===== src/rtl/ripple_adder_4bit.sv =====
// ripple_adder_4bit: registered 4-bit ripple-carry adder built from four full-adder cells.
// Define RIPPLE_ADDER_OVF_EN to add the registered two's-complement overflow output ovf.
module ripple_adder_4bit (
  input  logic       clk,
  input  logic       rst,
  input  logic [3:0] a,
  input  logic [3:0] b,
  input  logic       cin,
  input  logic       in_valid,
  output logic [3:0] sum,
  output logic       cout,
  output logic       out_valid
`ifdef RIPPLE_ADDER_OVF_EN
  ,
  output logic       ovf
`endif
);
  function automatic logic [1:0] fa(input logic x, input logic y, input logic ci);
    return {x & y | x & ci | y & ci, x ^ y ^ ci};
  endfunction
  logic [3:0] s;
  logic       c1, c2, c3, c4;
  logic [3:0] sum_d, sum_q;
  logic       cout_d, cout_q, out_valid_d, out_valid_q;
  // Each cell consumes the carry of the one below it, so the carry ripples LSB to MSB.
  always_comb begin
    {c1, s[0]} = fa(a[0], b[0], cin);
    {c2, s[1]} = fa(a[1], b[1], c1);
    {c3, s[2]} = fa(a[2], b[2], c2);
    {c4, s[3]} = fa(a[3], b[3], c3);
    sum_d       = in_valid ? s : sum_q;
    cout_d      = in_valid ? c4 : cout_q;
    out_valid_d = in_valid;
  end
  always_ff @(posedge clk) begin
    if (rst) begin
      sum_q       <= '0;
      cout_q      <= 1'b0;
      out_valid_q <= 1'b0;
    end else begin
      sum_q       <= sum_d;
      cout_q      <= cout_d;
      out_valid_q <= out_valid_d;
    end
  end
  assign sum       = sum_q;
  assign cout      = cout_q;
  assign out_valid = out_valid_q;
`ifdef RIPPLE_ADDER_OVF_EN
  logic ovf_d, ovf_q;
  always_comb ovf_d = in_valid ? c3 ^ c4 : ovf_q;
  always_ff @(posedge clk) begin
    if (rst) ovf_q <= 1'b0;
    else     ovf_q <= ovf_d;
  end
  assign ovf = ovf_q;
`endif
endmodule


===== config.mk =====
export PLATFORM = sky130hd
export DESIGN_NAME = ripple_adder_4bit
export DESIGN_NICKNAME = d
export VERILOG_FILES = /design/src/rtl/ripple_adder_4bit.sv
export SDC_FILE = /design/constraint.sdc
export NUM_CORES = 1
export LEC_CHECK = 0
export ABC_AREA = 1
export CORE_AREA = 2 2 39 41
export DETAILED_ROUTE_END_ITERATION = 10
export DIE_AREA = 0 0 41 43
export SLEW_MARGIN = 40
export SYNTH_ARGS = -nofsm -noshare
export SYNTH_HDL_FRONTEND = slang
export SYNTH_SLANG_ARGS = --single-unit

===== constraint.sdc =====
create_clock -name clk -period 2.3 [get_ports clk]
set_input_delay 0.46 -clock clk [delete_from_list [all_inputs] [get_ports clk]]
set_output_delay 0.46 -clock clk [all_outputs]
set_load 0.02 [all_outputs]

==> Word level (Yosys, flattened, before mapping) <==
Cells that the tools add are included.
{ "classes": {"addsub": 0, "multipliers": 0, "div_mod_pow": 0, "magnitude_cmp": 0, "n_eq_ne": 0, "n_shift": 0, "muxes": 0, "bitwise": 28, "reduce_logical": 0} }
{ "ops": {"columns": ["operator", "count"], "rows": [
  ["$and 1x1->1", 12],
  ["$or 1x1->1", 8],
  ["$xor 1x1->1", 8]
]} }
{ "word_totals": {"register_bits": 6, "latchBits": 0, "ramBits": 0, "rom_bits": 0, "in_bits": 12, "out_inout_bits": 6, "wordCells": 31, "memories": 0} }

==> Logic depth before layout (Yosys ltp) <==
Gate-level depths: netlist (run 1).
{ "logic_depth": {"ltp_word": 12, "depth_mapped": 10} }

==> Worst setup path before layout (run 1) <==
OpenSTA, ideal clock, no wires.
{ "synth_timing": {"kind": "input -> register", "startpoint": "input a[0]", "endpoint": "register sum_q[3], in the netlist sum[3]", "setup_ps": 64, "t_arrival_ps": 2074, "required_ps": 2236, "slack_ps": 162, "stages": 10, "path_cell_list": "inv_1 fa_1 inv_1 fa_1 fa_1 inv_1 fa_1 nand2_1 nand2_1 nor2_1"} }
{ "synth_via": {"elab_chain_cells": 10} }
{ "synth_rtl": {"columns": ["item", "line", "source"], "rows": [
  ["start, declared", "6", "input logic [3:0] a,"],
  ["$and 1x1->1", "19", "return {x & y | x & ci | y & ci, x ^ y ^ ci};"],
  ["$or 1x1->1 (*) (2 in series)", "19", null],
  ["$and 1x1->1", "19", null],
  ["$or 1x1->1", "19", null],
  ["$or 1x1->1 (*)", "19", null],
  ["$and 1x1->1", "19", null],
  ["$or 1x1->1", "19", null],
  ["$or 1x1->1 (*)", "19", null],
  ["$xor 1x1->1 (*)", "19", null],
  ["end signal, assigned", "41", "sum_q <= sum_d;"],
  ["end, declared", "23", "logic [3:0] sum_d, sum_q;"]
]} }
Every way passes the cells marked *; elsewhere a longest branch is shown, timed or not.
A chain may end at the register's enable or synchronous reset.

==> Worst setup path after layout (run 1) <==
Ends and elaborated chain as after synthesis.

==> impl_metrics.tcl, run 1 <==
set metrics [dict create \
    antenna_found_initial 0 \
    wl_per_cell_um 6.679 \
    dpl-instance-area_um2 513.0 \
    hold_class "reg -> reg" \
    slowest_delay_ps 400 \
    cts_tree "yes" \
    ioPinCount 18 \
    dieArea_um2 1763 \
    hpwl_um 444.6 \
    maxSlewViolCount 0 \
    synth_area_leader_cell "dfxtp_1" \
    pwr_density_cell_nw_per_um2 546.0 \
    drc_errors 0 \
    slowest_stage "fa_1" \
    final_common_cell "clkdlybuf4s50_1" \
    arrival_ps 2350 \
    track_usage_pct 7.786 \
    period_needed_ps 2178 \
    crit_path_end_kind "flip-flop" \
    synth_area_um2 334.1 \
    fin_nets 80 \
    path_clk_slew_ps 40 \
    drv_cap 0 \
    htreeDepth 1 \
    synth_cells 43 \
    grt_pass1_vias 253 \
    grt_overflow 0 \
    num_antenna_cells 0 \
    yosys_warnings 0 \
    drive_gt1_share_pct 17.74 \
    post-route-cell-area_um2 539.3 \
    p_leak_nw 0.2623 \
    finalPower_uw 294.5 \
    finalSetupViolCount 0 \
    critPathTopFamily "adder cells" \
    worstSkewPairLatency_ps 230 \
    multi_input_area_um2 168.9 \
    syn_avg_cell_area_um2 7.769 \
    coreArea_um2 1384 \
    dr.first_iter.drc_count 4 \
    grt_max_degree 12 \
    rsz0062_at_grt "false" \
    finClkSkew_ps 0 \
    crit_type "in -> reg" \
    cp-start-kind "primary input" \
    slew-limit-headroom_pct 75.64 \
    syn-num-nets 59 \
    grt_pass1_wl_um 917 \
    ys_types 7 \
    cts_buffers 3 \
    row_count 14 \
    worst_pin_slew_ps 364.3 \
    firstDrtPassIters 2 \
    required_ps 2470 \
    ys_seq_elements 6 \
    finalCritPeriodShare_pct 94.69 \
    wl_um 521 \
    crit_path_max_fanout 1 \
    finalHoldViolCount 0 \
    nFillCells 153 \
    ys_seq_area_share_pct 35.96 \
    synth_top_area_share_pct 35.96 \
    vias_per_cell 3.808 \
    vias 297 \
    cts_root_buffer "clkbuf_4" \
    status "finished, final reports clean" \
    yosys-top-cells-area "dfxtp_1 36%, fa_1 24%, inv_1 12%, nor2_1 12%, nand2_1 10%" \
    place_congestion 0.6888 \
    clockBufferDepth 2 \
    crit_chain "dlygate4sd2_1 -> inv_2 -> fa_2 -> inv_2 -> fa_2 -> fa_2 -> inv_2 -> fa_1 -> nand2_1 -> nand2_1 -> nor2_1" \
    seqCellArea_um2 120.1 \
    die_h_um 43 \
    ant_nets 0 \
    start_util_pct 24.14 \
    io_buffers 17 \
    cts_sinks 6 \
    post-cts-setup-buffers 0 \
    area.growth.synth_to_final_pct 61.42 \
    most-common-layout-cells "14 x clkdlybuf4s50_1, 11 x nor2_1, 9 x nand2_1" \
    crit_buf_inv 4 \
    max_freq_ghz 0.4592 \
    ir_drop_uv 168.8 \
    die_w_um 41 \
]
==> sequential cells by signal, indices dropped and copies added (netlist names) <==
| name | count |
|---|---|
| cout | 1 |
| out_valid | 1 |
| sum | 4 |
==> per-layer routing <==
| metal | share of wire (%) | GRT usage [%] | up-vias |
|---|---|---|---|
| li1 | - | - | 157 |
| met1 | 41 | 11.18 | 126 |
| met2 | 47 | 9.688 | 12 |
| met3 | 7.5 | 0 | 2 |
| met4 | 3.3 | 8.000 | 0 |
| met5 | 0 | 0 | - |
==> path summary, 6_finish.rpt <==
check / from / to / slack (ps) / cells past startpoint
max: a[0] / sum[3]$_SDFFE_PP0P_ / 120 / 11
min: sum[3]$_SDFFE_PP0P_ / sum[3]$_SDFFE_PP0P_ / 460 / 2
max reg2reg: cout$_SDFFE_PP0P_ / cout$_SDFFE_PP0P_ / 1740 / 2
min reg2reg: sum[3]$_SDFFE_PP0P_ / sum[3]$_SDFFE_PP0P_ / 460 / 2
==> cells by family (layout without fill, tap and decap cells) <==
logic type	after synthesis	count (layout)	synth area share (%)
adder cells (fa/ha/maj)	4	4	23.97
buffers and inverters	12	31	15.73
flip-flops	6	6	35.96
AND/OR/NAND/NOR	21	21	24.35
==> power breakdown <==
part | total, mW | internal, mW | switching (mW) | leakage [nW]
Combinational | 0.0854 | 0.0451 | 0.0403 | 0.199
Sequential | 0.118 | 0.114 | 0.00406 | 0.0499
Clock | 0.0915 | 0.0587 | 0.0328 | 0.0138
==> tightest hold or removal path, cell delays in order, from the launching register on <==
cell	delay, ps
dfxtp_1	320
nor2_1	40
nor2_1	60
==> through the flow <==
step                hold slack (ps)  util, %  TNS (ps)  worst slack [ps]  std cells
floorplan                     531.3        -         0             162.5         43
global route                  486.1    38.97         0             11.63         78
finish                        463.9    38.97         0             122.1         78
CTS                           470.1    38.97         0             82.70         78
detailed placement            466.2    37.07    -558.6            -339.7         75
global placement              462.5    37.07    -495.5            -312.8         75
==> final cells by class <==
cell class / instances / area share (%)
flip-flops and latches: 6 / 22.27
well taps: 16 / 3.712
inverters: 11 / 7.657
repair buffers: 17 / 30.86
multi-input cells: 25 / 31.32
clock buffers: 3 / 4.176
==> cells in the mapped netlist <==
library cell,number
inv_1,11
nor2_1,11
nand2_1,9
dfxtp_1,6
fa_1,4
buf_6,1
nand2_2,1
==> repair_timing <==
action                                  in CTS  in global routing
pin swaps                                    5                  1
endpoints found under the setup margin       1                  1
resized for setup                            9                  1
hold buffers                                 0                  0
No activity file was read; power rests on OpenSTA's default activity.
==> run 2: changes to the inputs <==
==> constraint.sdc (replaced) <==
create_clock -name clk -period 2.4 [get_ports clk]
set_input_delay 0.48 -clock clk [delete_from_list [all_inputs] [get_ports clk]]
set_output_delay 0.48 -clock clk [all_outputs]
set_load 0.02 [all_outputs]
==> run 2 against run 1 <==
Register-to-register slack better by 100 ps; first-iteration DRC count down 100%; count of clock-buffer cells in the layout unchanged; setup slack better by 120 ps; critical path depth down 3; combinational power down 2%; critical path type unchanged; largest cell class is now buffers; largest power group unchanged.
==> impl_metrics.tcl, run 2 (synthesis gave the netlist of run 1 again) <==
set metrics [dict create \
    seqCellArea_um2 120.1 \
    post-route-util_pct 39.78 \
    grt_overflow 0 \
    nFillCells 156 \
    finalHoldViolCount 0 \
    firstDrtPassIters 1 \
    setup_slack_ps 247.0 \
    hpwl_um 439.5 \
    crit_path_max_fanout 1 \
    fin_nets 80 \
    num_antenna_cells 0 \
    timing.rr.start "cout$_SDFFE_PP0P_" \
    required_ps 2580 \
    maxSlewViolCount 0 \
    finalSetupViolCount 0 \
    final_common_cell "clkdlybuf4s50_1" \
    rsz0062_at_grt "false" \
    area.growth.synth_to_final_pct 64.79 \
    p_leak_nw 0.2849 \
    final_cells 78 \
    multi_input_area_um2 168.9 \
    crit_path_end_kind "flip-flop" \
    drv_cap 0 \
    grt_pass1_vias 252 \
    cts_buffers 3 \
    ioPinCount 18 \
    vias_per_cell 3.885 \
    cp-start-kind "primary input" \
    cts_root_buffer "clkbuf_4" \
    finClkSkew_ps 0 \
    status "finished, final reports clean" \
    min_from "sum[0]$_SDFFE_PP0P_" \
    max_freq_ghz 0.4645 \
    ctsHoldBuffers 0 \
    antenna_found_initial 0 \
    place_congestion 0.6981 \
    slowest_delay_ps 430 \
    dr.first_iter.drc_count 0 \
    cts_sinks 6 \
    clockBufferDepth 2 \
    dp.cells 75 \
    vias 303 \
    start_util_pct 24.14 \
    slew-limit-headroom_pct 75.85 \
    slowest_stage "clkdlybuf4s50_1" \
    worstSkewPairLatency_ps 240 \
    grt_max_degree 12 \
    pre_cts_ws_ps -248.2 \
    crit_chain "clkdlybuf4s50_1 -> fa_2 -> fa_2 -> inv_2 -> fa_1 -> nand2_1 -> nand2_1 -> nor2_1" \
    ant_nets 0 \
    cts_tree "yes" \
    crit_start "a[1]" \
    path_clk_slew_ps 50 \
    largest_reg_flops 4 \
    row_count 14 \
    wl_um 560 \
    crit_type "in -> reg" \
    period_needed_ps 2153 \
    finalCritPeriodShare_pct 89.71 \
    post-cts-setup-buffers 0 \
    grt_pass1_wl_um 897 \
    most-common-layout-cells "14 x clkdlybuf4s50_1, 11 x nor2_1, 9 x nand2_1" \
    pwr_density_cell_nw_per_um2 523.5 \
    htreeDepth 1 \
    wl_per_cell_um 7.179 \
    worst_pin_slew_ps 361.1 \
    drive_gt1_share_pct 19.35 \
    io_buffers 17 \
    die_w_um 41 \
    arrival_ps 2330 \
    die_h_um 43 \
    track_usage_pct 8.182 \
    coreArea_um2 1384 \
    dieArea_um2 1763 \
    ir_drop_uv 173.8 \
    hold_class "reg -> reg" \
    whs_ps 471.3 \
    drc_errors 0 \
]
[run 2: changes by cell type in the layout (fill, tap and decap cells not counted)]
cell and change:
dlygate4sd2_1 -3, inv_2 +1, dlymetal6s2s_1 +3, inv_1 -1
[run 2: power by group]
group | total (mW) | internal [mW] | leakage (nW) | switching [mW]
Clock | 0.0916 | 0.0565 | 0.0138 | 0.0352
Combinational | 0.0838 | 0.0446 | 0.221 | 0.0392
Sequential | 0.113 | 0.109 | 0.0499 | 0.00399
Total | 0.288 | 0.210 | 0.285 | 0.0783
[run 2: routing by layer]
layer  wire, um  global-route usage, %  vias up
li1           -                      -      157
met1        210                  8.525      132
met2        289                  10.63       12
met3         41                  1.571        2
met4         18                  12.00        0
met5          0                      0        -
[run 2: worst paths after layout]
kind | to | slack [ps] | depth (start not counted)
setup / recovery | sum[3]$_SDFFE_PP0P_ | 250 | 8
hold / removal | sum[0]$_SDFFE_PP0P_ | 470 | 2
setup reg to reg | cout$_SDFFE_PP0P_ | 1840 | 2
hold reg to reg | sum[0]$_SDFFE_PP0P_ | 470 | 2
[run 2: critical path: cells and delay by family]
| family | cells | cell delay, ps |
|---|---|---|
| adder cells (fa/ha/maj) | 3 | 1160 |
| buffers and inverters | 2 | 490 |
| AND/OR/NAND/NOR | 3 | 190 |
[run 2: through the flow]
step | area (um^2) | power, mW | setup TNS (ps)
after floorplan | 334.1 | 0.1574 | 0
after global placement | 513.0 | 0.1956 | -322.5
after detailed placement | 513.0 | 0.1959 | -332.5
after CTS | 535.5 | 0.2911 | 0
after global routing | 550.5 | 0.3140 | 0
final | 550.5 | 0.2882 | 0
[run 2: cell type report]
| type | instances | area share, % |
|---|---|---|
| well taps | 16 | 3.636 |
| inverters | 11 | 7.500 |
| clock buffers | 3 | 4.091 |
| repair buffers | 17 | 32.27 |
| multi-input cells | 25 | 30.68 |
| flip-flops and latches | 6 | 21.82 |
[run 2: what timing repair did]
| action | in CTS | in global routing |
|---|---|---|
| gates resized for setup | 0 | 11 |
| endpoints found under the hold margin | 0 | 0 |
| setup endpoints to repair | 0 | 1 |
